==> config.mk <==
export PLATFORM = sky130hd
export DESIGN_NAME = fetch_sequencer_flat
export DESIGN_NICKNAME = d
export VERILOG_FILES = /design/src/rtl/fetch_sequencer_if.sv /design/src/rtl/fetch_sequencer.sv /design/src/flat_wrapper.sv
export SDC_FILE = /design/constraint.sdc
export NUM_CORES = 1
export LEC_CHECK = 0
export CAP_MARGIN = 20
export CORE_MARGIN = 1
export CORE_UTILIZATION = 36
export DETAILED_ROUTE_END_ITERATION = 16
export PLACE_DENSITY_LB_ADDON = 0.1
export SYNTH_ARGS = -nofsm -noshare
export SYNTH_HDL_FRONTEND = slang
export SYNTH_SLANG_ARGS = --single-unit
export TNS_END_PERCENT = 50
==> constraint.sdc <==
create_clock -name clk -period 6.6 [get_ports clk]
set_clock_uncertainty 0.2 [all_clocks]
set_input_delay 1.32 -clock clk [delete_from_list [all_inputs] [get_ports clk]]
set_output_delay 1.32 -clock clk [all_outputs]
set_load 0.05 [all_outputs]
==> src/rtl/fetch_sequencer_if.sv <==
// ----------------------------------------------------------------------
// fetch_sequencer_if: ROM read bus, control and decode handshake of the fetch unit
// Revision 1.0
// ----------------------------------------------------------------------
`default_nettype none

interface fetch_sequencer_if #(
  parameter int ADDR_W = 10
);
  logic              start;
  logic [63:0]       pc_in;
  logic [2:0]        stat_in;
  logic              mem_en;
  logic [ADDR_W-1:0] mem_addr;
  logic [7:0]        mem_rdata;
  logic              out_valid;
  logic              out_ready;
  logic [3:0]        icode;
  logic [3:0]        ifun;
  logic [3:0]        rA;
  logic [3:0]        rB;
  logic [63:0]       valC;
  logic [63:0]       valP;
  logic              instr_valid;
  logic              imem_error;
  logic              busy;
  logic              halted;

  modport master (
    input  start, pc_in, stat_in, mem_rdata, out_ready,
    output mem_en, mem_addr, out_valid, icode, ifun, rA, rB, valC, valP,
           instr_valid, imem_error, busy, halted
  );

  modport slave (
    output start, pc_in, stat_in, mem_rdata, out_ready,
    input  mem_en, mem_addr, out_valid, icode, ifun, rA, rB, valC, valP,
           instr_valid, imem_error, busy, halted
  );
endinterface

`default_nettype wire

==> src/rtl/fetch_sequencer.sv <==
// ----------------------------------------------------------------------
// fetch_sequencer: multi-cycle Y86-64 instruction fetch over a byte-wide sync ROM
// Revision 1.0
// ----------------------------------------------------------------------
`default_nettype none

module fetch_sequencer #(
  parameter int ADDR_W    = 10,
  parameter int MEM_BYTES = 1024
) (
  input  logic             clk,
  input  logic             rst_n,
  fetch_sequencer_if.master bus
);

  typedef enum logic [2:0] {
    IDLE    = 3'd0,
    ISSUE   = 3'd1,
    COLLECT = 3'd2,
    DONE    = 3'd3,
    HALT    = 3'd4
  } state_t;

  state_t      state;
  logic [63:0] pc;
  logic [3:0]  cnt;
  logic [3:0]  len;

  logic [3:0]  byte0_len;
  logic [3:0]  cur_len;
  logic [63:0] byte0_end;
  logic        pc_oob;
  logic        range_err;

  function automatic logic [3:0] instr_len(input logic [3:0] code);
    case (code)
      4'h2, 4'h6, 4'hA, 4'hB: return 4'd2;
      4'h3, 4'h4, 4'h5:       return 4'd10;
      4'h7, 4'h8:             return 4'd9;
      default:                return 4'd1;
    endcase
  endfunction

  // Byte 0 length is decoded straight off the ROM data so byte 1's read goes out in the same cycle.
  always_comb begin
    byte0_len    = instr_len(bus.mem_rdata[7:4]);
    cur_len      = (cnt == 4'd0) ? byte0_len : len;
    byte0_end    = pc + {60'd0, byte0_len};
    pc_oob       = (pc >= 64'(MEM_BYTES));
    range_err    = (cnt == 4'd0) && (byte0_end > 64'(MEM_BYTES));
    bus.mem_en   = 1'b0;
    bus.mem_addr = '0;
    if (state == ISSUE && !pc_oob) begin
      bus.mem_en   = 1'b1;
      bus.mem_addr = pc[ADDR_W-1:0];
    end else if (state == COLLECT && !range_err && ((cnt + 4'd1) < cur_len)) begin
      bus.mem_en   = 1'b1;
      bus.mem_addr = pc[ADDR_W-1:0] + ADDR_W'(cnt) + ADDR_W'(1);
    end
  end

  assign bus.out_valid = (state == DONE);
  assign bus.busy      = (state == ISSUE) || (state == COLLECT) || (state == DONE);
  assign bus.halted    = (state == HALT);

  always_ff @(posedge clk or negedge rst_n) begin
    if (!rst_n) begin
      state           <= IDLE;
      pc              <= '0;
      cnt             <= '0;
      len             <= '0;
      bus.icode       <= '0;
      bus.ifun        <= '0;
      bus.rA          <= '0;
      bus.rB          <= '0;
      bus.valC        <= '0;
      bus.valP        <= '0;
      bus.instr_valid <= 1'b0;
      bus.imem_error  <= 1'b0;
    end else if (bus.stat_in != 3'b001) begin
      // Halt overrides everything, including a handshake completing this edge.
      state <= HALT;
    end else begin
      case (state)
        IDLE: begin
          if (bus.start) begin
            pc              <= bus.pc_in;
            cnt             <= '0;
            len             <= '0;
            bus.icode       <= '0;
            bus.ifun        <= '0;
            bus.rA          <= '0;
            bus.rB          <= '0;
            bus.valC        <= '0;
            bus.valP        <= '0;
            bus.instr_valid <= 1'b0;
            bus.imem_error  <= 1'b0;
            state           <= ISSUE;
          end
        end
        ISSUE: begin
          if (pc_oob) begin
            bus.imem_error <= 1'b1;
            bus.valP       <= pc;
            state          <= DONE;
          end else begin
            state <= COLLECT;
          end
        end
        COLLECT: begin
          if (cnt == 4'd0) begin
            if (range_err) begin
              bus.imem_error <= 1'b1;
              bus.valP       <= pc;
              state          <= DONE;
            end else begin
              bus.icode       <= bus.mem_rdata[7:4];
              bus.ifun        <= bus.mem_rdata[3:0];
              bus.instr_valid <= (bus.mem_rdata[7:4] <= 4'hB);
              len             <= byte0_len;
              if (byte0_len == 4'd1) begin
                bus.valP <= byte0_end;
                state    <= DONE;
              end else begin
                cnt <= 4'd1;
              end
            end
          end else begin
            if ((len == 4'd2 || len == 4'd10) && cnt == 4'd1) begin
              {bus.rA, bus.rB} <= bus.mem_rdata;
            end
            // Constant bytes arrive LSB first; shifting in from the top leaves them little-endian.
            if (len == 4'd9 || (len == 4'd10 && cnt >= 4'd2)) begin
              bus.valC <= {bus.mem_rdata, bus.valC[63:8]};
            end
            if (cnt == len - 4'd1) begin
              bus.valP <= pc + {60'd0, len};
              state    <= DONE;
            end else begin
              cnt <= cnt + 4'd1;
            end
          end
        end
        DONE: begin
          if (bus.out_ready) begin
            state <= IDLE;
          end
        end
        HALT:    state <= HALT;
        default: state <= IDLE;
      endcase
    end
  end

endmodule

`default_nettype wire

==> src/flat_wrapper.sv <==
// flat-port wrapper written by rule: the top's interface ports become plain ports
module fetch_sequencer_flat 
#(
  parameter int ADDR_W    = 10,
  parameter int MEM_BYTES = 1024
)
  (clk, rst_n, bus_start, bus_pc_in, bus_stat_in, bus_mem_rdata, bus_out_ready, bus_mem_en, bus_mem_addr, bus_out_valid, bus_icode, bus_ifun, bus_rA, bus_rB, bus_valC, bus_valP, bus_instr_valid, bus_imem_error, bus_busy, bus_halted);
  fetch_sequencer_if #(.ADDR_W(ADDR_W)) bus_i ();
  input  logic clk;
  input  logic rst_n;
  input wire logic [$bits(bus_i.start)-1:0] bus_start;
  input wire logic [$bits(bus_i.pc_in)-1:0] bus_pc_in;
  input wire logic [$bits(bus_i.stat_in)-1:0] bus_stat_in;
  input wire logic [$bits(bus_i.mem_rdata)-1:0] bus_mem_rdata;
  input wire logic [$bits(bus_i.out_ready)-1:0] bus_out_ready;
  output wire logic [$bits(bus_i.mem_en)-1:0] bus_mem_en;
  output wire logic [$bits(bus_i.mem_addr)-1:0] bus_mem_addr;
  output wire logic [$bits(bus_i.out_valid)-1:0] bus_out_valid;
  output wire logic [$bits(bus_i.icode)-1:0] bus_icode;
  output wire logic [$bits(bus_i.ifun)-1:0] bus_ifun;
  output wire logic [$bits(bus_i.rA)-1:0] bus_rA;
  output wire logic [$bits(bus_i.rB)-1:0] bus_rB;
  output wire logic [$bits(bus_i.valC)-1:0] bus_valC;
  output wire logic [$bits(bus_i.valP)-1:0] bus_valP;
  output wire logic [$bits(bus_i.instr_valid)-1:0] bus_instr_valid;
  output wire logic [$bits(bus_i.imem_error)-1:0] bus_imem_error;
  output wire logic [$bits(bus_i.busy)-1:0] bus_busy;
  output wire logic [$bits(bus_i.halted)-1:0] bus_halted;
  assign bus_i.start = bus_start;
  assign bus_i.pc_in = bus_pc_in;
  assign bus_i.stat_in = bus_stat_in;
  assign bus_i.mem_rdata = bus_mem_rdata;
  assign bus_i.out_ready = bus_out_ready;
  assign bus_mem_en = bus_i.mem_en;
  assign bus_mem_addr = bus_i.mem_addr;
  assign bus_out_valid = bus_i.out_valid;
  assign bus_icode = bus_i.icode;
  assign bus_ifun = bus_i.ifun;
  assign bus_rA = bus_i.rA;
  assign bus_rB = bus_i.rB;
  assign bus_valC = bus_i.valC;
  assign bus_valP = bus_i.valP;
  assign bus_instr_valid = bus_i.instr_valid;
  assign bus_imem_error = bus_i.imem_error;
  assign bus_busy = bus_i.busy;
  assign bus_halted = bus_i.halted;
  fetch_sequencer #(.ADDR_W(ADDR_W), .MEM_BYTES(MEM_BYTES)) u_core (.clk(clk), .rst_n(rst_n), .bus(bus_i));
endmodule
==> results.txt <==
Hold-fix buffers, CTS - 0
htree depth - 1
gr busiest metal - met2
status - finished, violations left
gpl congestion - 0.937
CTS tree - built
initial drt markers - 1287
PnR worst setup slack - -0.439 ns
post-layout util - 0.498
Hold WC Path Type - register to register
internal power - 2.25 mW
FF-to-FF Start - u_core.pc[44]
root buffer cell - clkbuf_16
die footprint - 38500 sq um
worst setup path class - input pin to output port
remaining global-route overflow - 0
Critical Path RT - 5.08 ns
switching power share of the total - 0.248
setup TNS - -4.41 ns
layout net count - 2021
CP Max Fanout - 4
number of max-slew violations in the final report - 0
sequential share of power - 0.465
Site Rows - 70
die width - 196 um
Die Y-Extent - 196 um
GRT Total Usage - 0.306
post-synthesis sequential area ratio - 0.406
Syn. warnings - 0
CTS sink cnt - 220
RSZ-0062 raised after global routing - true
final worst-path cycle share - 1.07
clk buf depth - 3
Max Cap Viol - 0
crit path launch type - input pin
violated checks - negative setup slack
Netlist Area Pre-Place - 13600 sq um
core box area - 36900 sq um
ys async rst share - 1.00
Hold WS - 0.277 ns
Cells after Synth - 1655
top_reg_cell synth - dfrtp_1
antenna cells - 0
share of layout cells above drive strength 1 - 0.142
Placed Area - 17300 sq um
Slew headroom - 0.349
Vias - 14300
overall power - 3.00 mW
Post-Syn Nets - 1757
M1 GR Usage - 0.433
initial antenna violation count - 0
vias in the first global route - 13900
pre-CTS WS - -1.05 ns
Yosys cell types - 89
first-pass GRT wire length - 89.4 mm
post-route ant nets - 0
dpl hpwl - 44.2 mm
register-to-register setup slack - 1.54 ns
Yosys reg bits - 220
EDFF count, synth - 0
Clock Pin Slew Worst Setup and Hold Paths - 0.06 ns
M3 GR Usage - 0.0523
pin count of the biggest net entering global routing - 91
P_sw - 0.745 mW
Cells after DPL - 2385
Ports - 239
Inserted Clock Buffers - 25
M2 GR Usage - 0.486
clock latency on the worst-skew pair - 0.56 ns
PD cells - 163 nW/um^2
Hold Vio Cnt, Final - 0
via density per instance - 5.84
DRT Pass-1 Iters - 6
Layout Cells excl Fill - 2441
Final min period - 7.04 ns
Critical Path Sink Type - output port
WL/cell - 24.1 um
worst slew pin tran - 0.964 ns
worst setup path endpoint - bus_mem_addr[1]
clock share of power - 0.456
RR Endpoint - u_core.bus.valP[25]
FMAX - 142 MHz
drt total wl - 58.9 mm
Final Cell Area - 18400 sq um
Buffers on Ports - 238
Setup crit start - bus_mem_rdata[5]
WP data arrival - 5.52 ns
syn avg cell area - 8.20 sq um
final setup fails - 11
VDD IR max - 0.196 mV
Syn-to-layout area delta - 35.3%
DRC - 0
Worst Reg-to-Reg Cells - 12
Logic pwr share - 0.079
leak pwr - 7.62 nW
starting density of the core - 0.368
[critical path, stage by stage]
cell      delay, ns
buf_12         0.11
buf_6          0.11
mux2i_4        0.18
ha_4           0.17
inv_2          0.04
fa_2           0.41
nand3b_1       0.19
buf_6          0.15
a21o_1         0.17
nor3_2         0.19
mux2i_1        0.22
a21oi_1        0.09
or4_4          0.52
or4_4          0.57
o31ai_4        0.30
buf_4          0.17
nand3_4        0.08
buf_12         0.18
o22ai_4        0.18
buf_12         0.16
[routing by layer]
| metal | up-vias | wire length [um] |
|---|---|---|
| met1 | 7053 | 26800 |
| met3 | 69 | 4220 |
| met2 | 600 | 26800 |
| met4 | 0 | 1170 |
| li1 | 6528 | - |
| met5 | - | 0 |
[cells in the final DEF, fill, tap and decap left out, types with 7 or more instances in the layout]
cell,instances
buf_4,128
mux2i_1,7
inv_1,32
ha_1,18
o221ai_1,12
xor2_1,11
a22o_1,67
nand4_1,55
o22ai_1,9
buf_12,20
o211ai_1,12
nor3_2,7
xnor2_1,31
nor2_4,7
and4_1,13
nand3_1,52
a31oi_1,21
or3_1,16
or4_1,12
nor4_1,35
a221oi_1,7
nor3_1,43
and3_1,12
or2_2,7
clkbuf_16,25
nand2_1,302
o21ai_0,101
o31ai_1,7
clkinv_2,7
clkdlybuf4s50_1,222
nor2_1,146
dfrtp_1,220
a21o_1,8
a21oi_1,107
[cell families (layout without fill, tap and decap cells)]
family,count (synthesis),count (layout),synth area share
xor gates and xnor gates,42,42,0.0271
muxes,12,12,0.00913
AOI/OAI and AO/OA,429,429,0.210
adders and majority gates,23,23,0.0229
DFF,220,220,0.406
and+or+nand+nor,753,753,0.269
buffers and inverters,176,458,0.0561
[repair_timing]
action	CTS	global route
setup endpoints to repair	11	11
resized for setup	42	7
setup buffers	12	0
pin swaps	18	9
[synth_stat cells, types with 4 or more instances]
cell / n / area [sq um]
nand2_1: 303 / 1140
dfrtp_1: 220 / 5510
nor2_1: 153 / 574
a21oi_1: 111 / 556
o21ai_0: 104 / 521
clkbuf_1: 93 / 349
a22o_1: 67 / 587
nand4_1: 55 / 344
nand3_1: 53 / 265
nor3_1: 46 / 230
buf_2: 38 / 190
nor4_1: 37 / 231
inv_1: 35 / 131
xnor2_1: 31 / 272
a31oi_1: 24 / 150
ha_1: 20 / 250
or3_1: 17 / 106
and4_1: 13 / 114
or4_1: 13 / 97.6
and3_1: 12 / 75.1
o211ai_1: 12 / 90.1
o221ai_1: 12 / 105
o22ai_1: 11 / 68.8
xor2_1: 11 / 96.3
mux2i_1: 9 / 90.1
a21o_1: 8 / 60.1
o31ai_1: 8 / 60.1
a221oi_1: 7 / 61.3
or2_2: 7 / 43.8
o21ai_1: 6 / 30.0
buf_4: 5 / 37.5
nand2b_1: 5 / 31.3
a211oi_1: 4 / 30.0
a311o_1: 4 / 40.0
a311oi_1: 4 / 35.0
a32o_1: 4 / 40.0
and2_1: 4 / 25.0
nand4_2: 4 / 50.1
nor3_2: 4 / 40.0
[area by class of cell]
class	count	area [sq um]
Fill cell	3606	18500
Multi-Input combinational cell	1259	7620
Sequential cell	220	5510
Timing Repair Buffer	378	3670
Clock buffer	35	703
Tap cell	504	631
Inverter	35	131
Clock inverter	10	92.6
[power groups by stage]
stage	logic, mW	clock network, mW	registers, mW
after floorplan	0.0871	0	1.41
after global placement	0.225	0	1.42
after detailed placement	0.225	0	1.42
after CTS	0.237	1.41	1.39
after global routing	0.258	1.46	1.39
final	0.238	1.37	1.39
[worst min path at each step]
stage,start,endpoint,cells past startpoint
finish,u_core.bus.valP[25],u_core.bus.valP[25],2
global route,u_core.bus.valP[31],u_core.bus.valP[31],2
CTS,u_core.bus.valP[25],u_core.bus.valP[25],2
detailed placement,u_core.bus.valP[25],u_core.bus.valP[25],2
global placement,u_core.bus.valP[58],u_core.bus.valP[58],2
floorplan,u_core.pc[63],u_core.pc[63],2
[registers in the layout (all words and copies together), names as in the netlist, 4 cells and up]
register          flops
u_core.pc            64
u_core.bus.valC      64
u_core.bus.icode      4
u_core.bus.rB         4
u_core.bus.valP      64
u_core.bus.ifun       4
u_core.bus.rA         4
u_core.cnt            4
No activity file was read; power rests on OpenSTA's default activity.
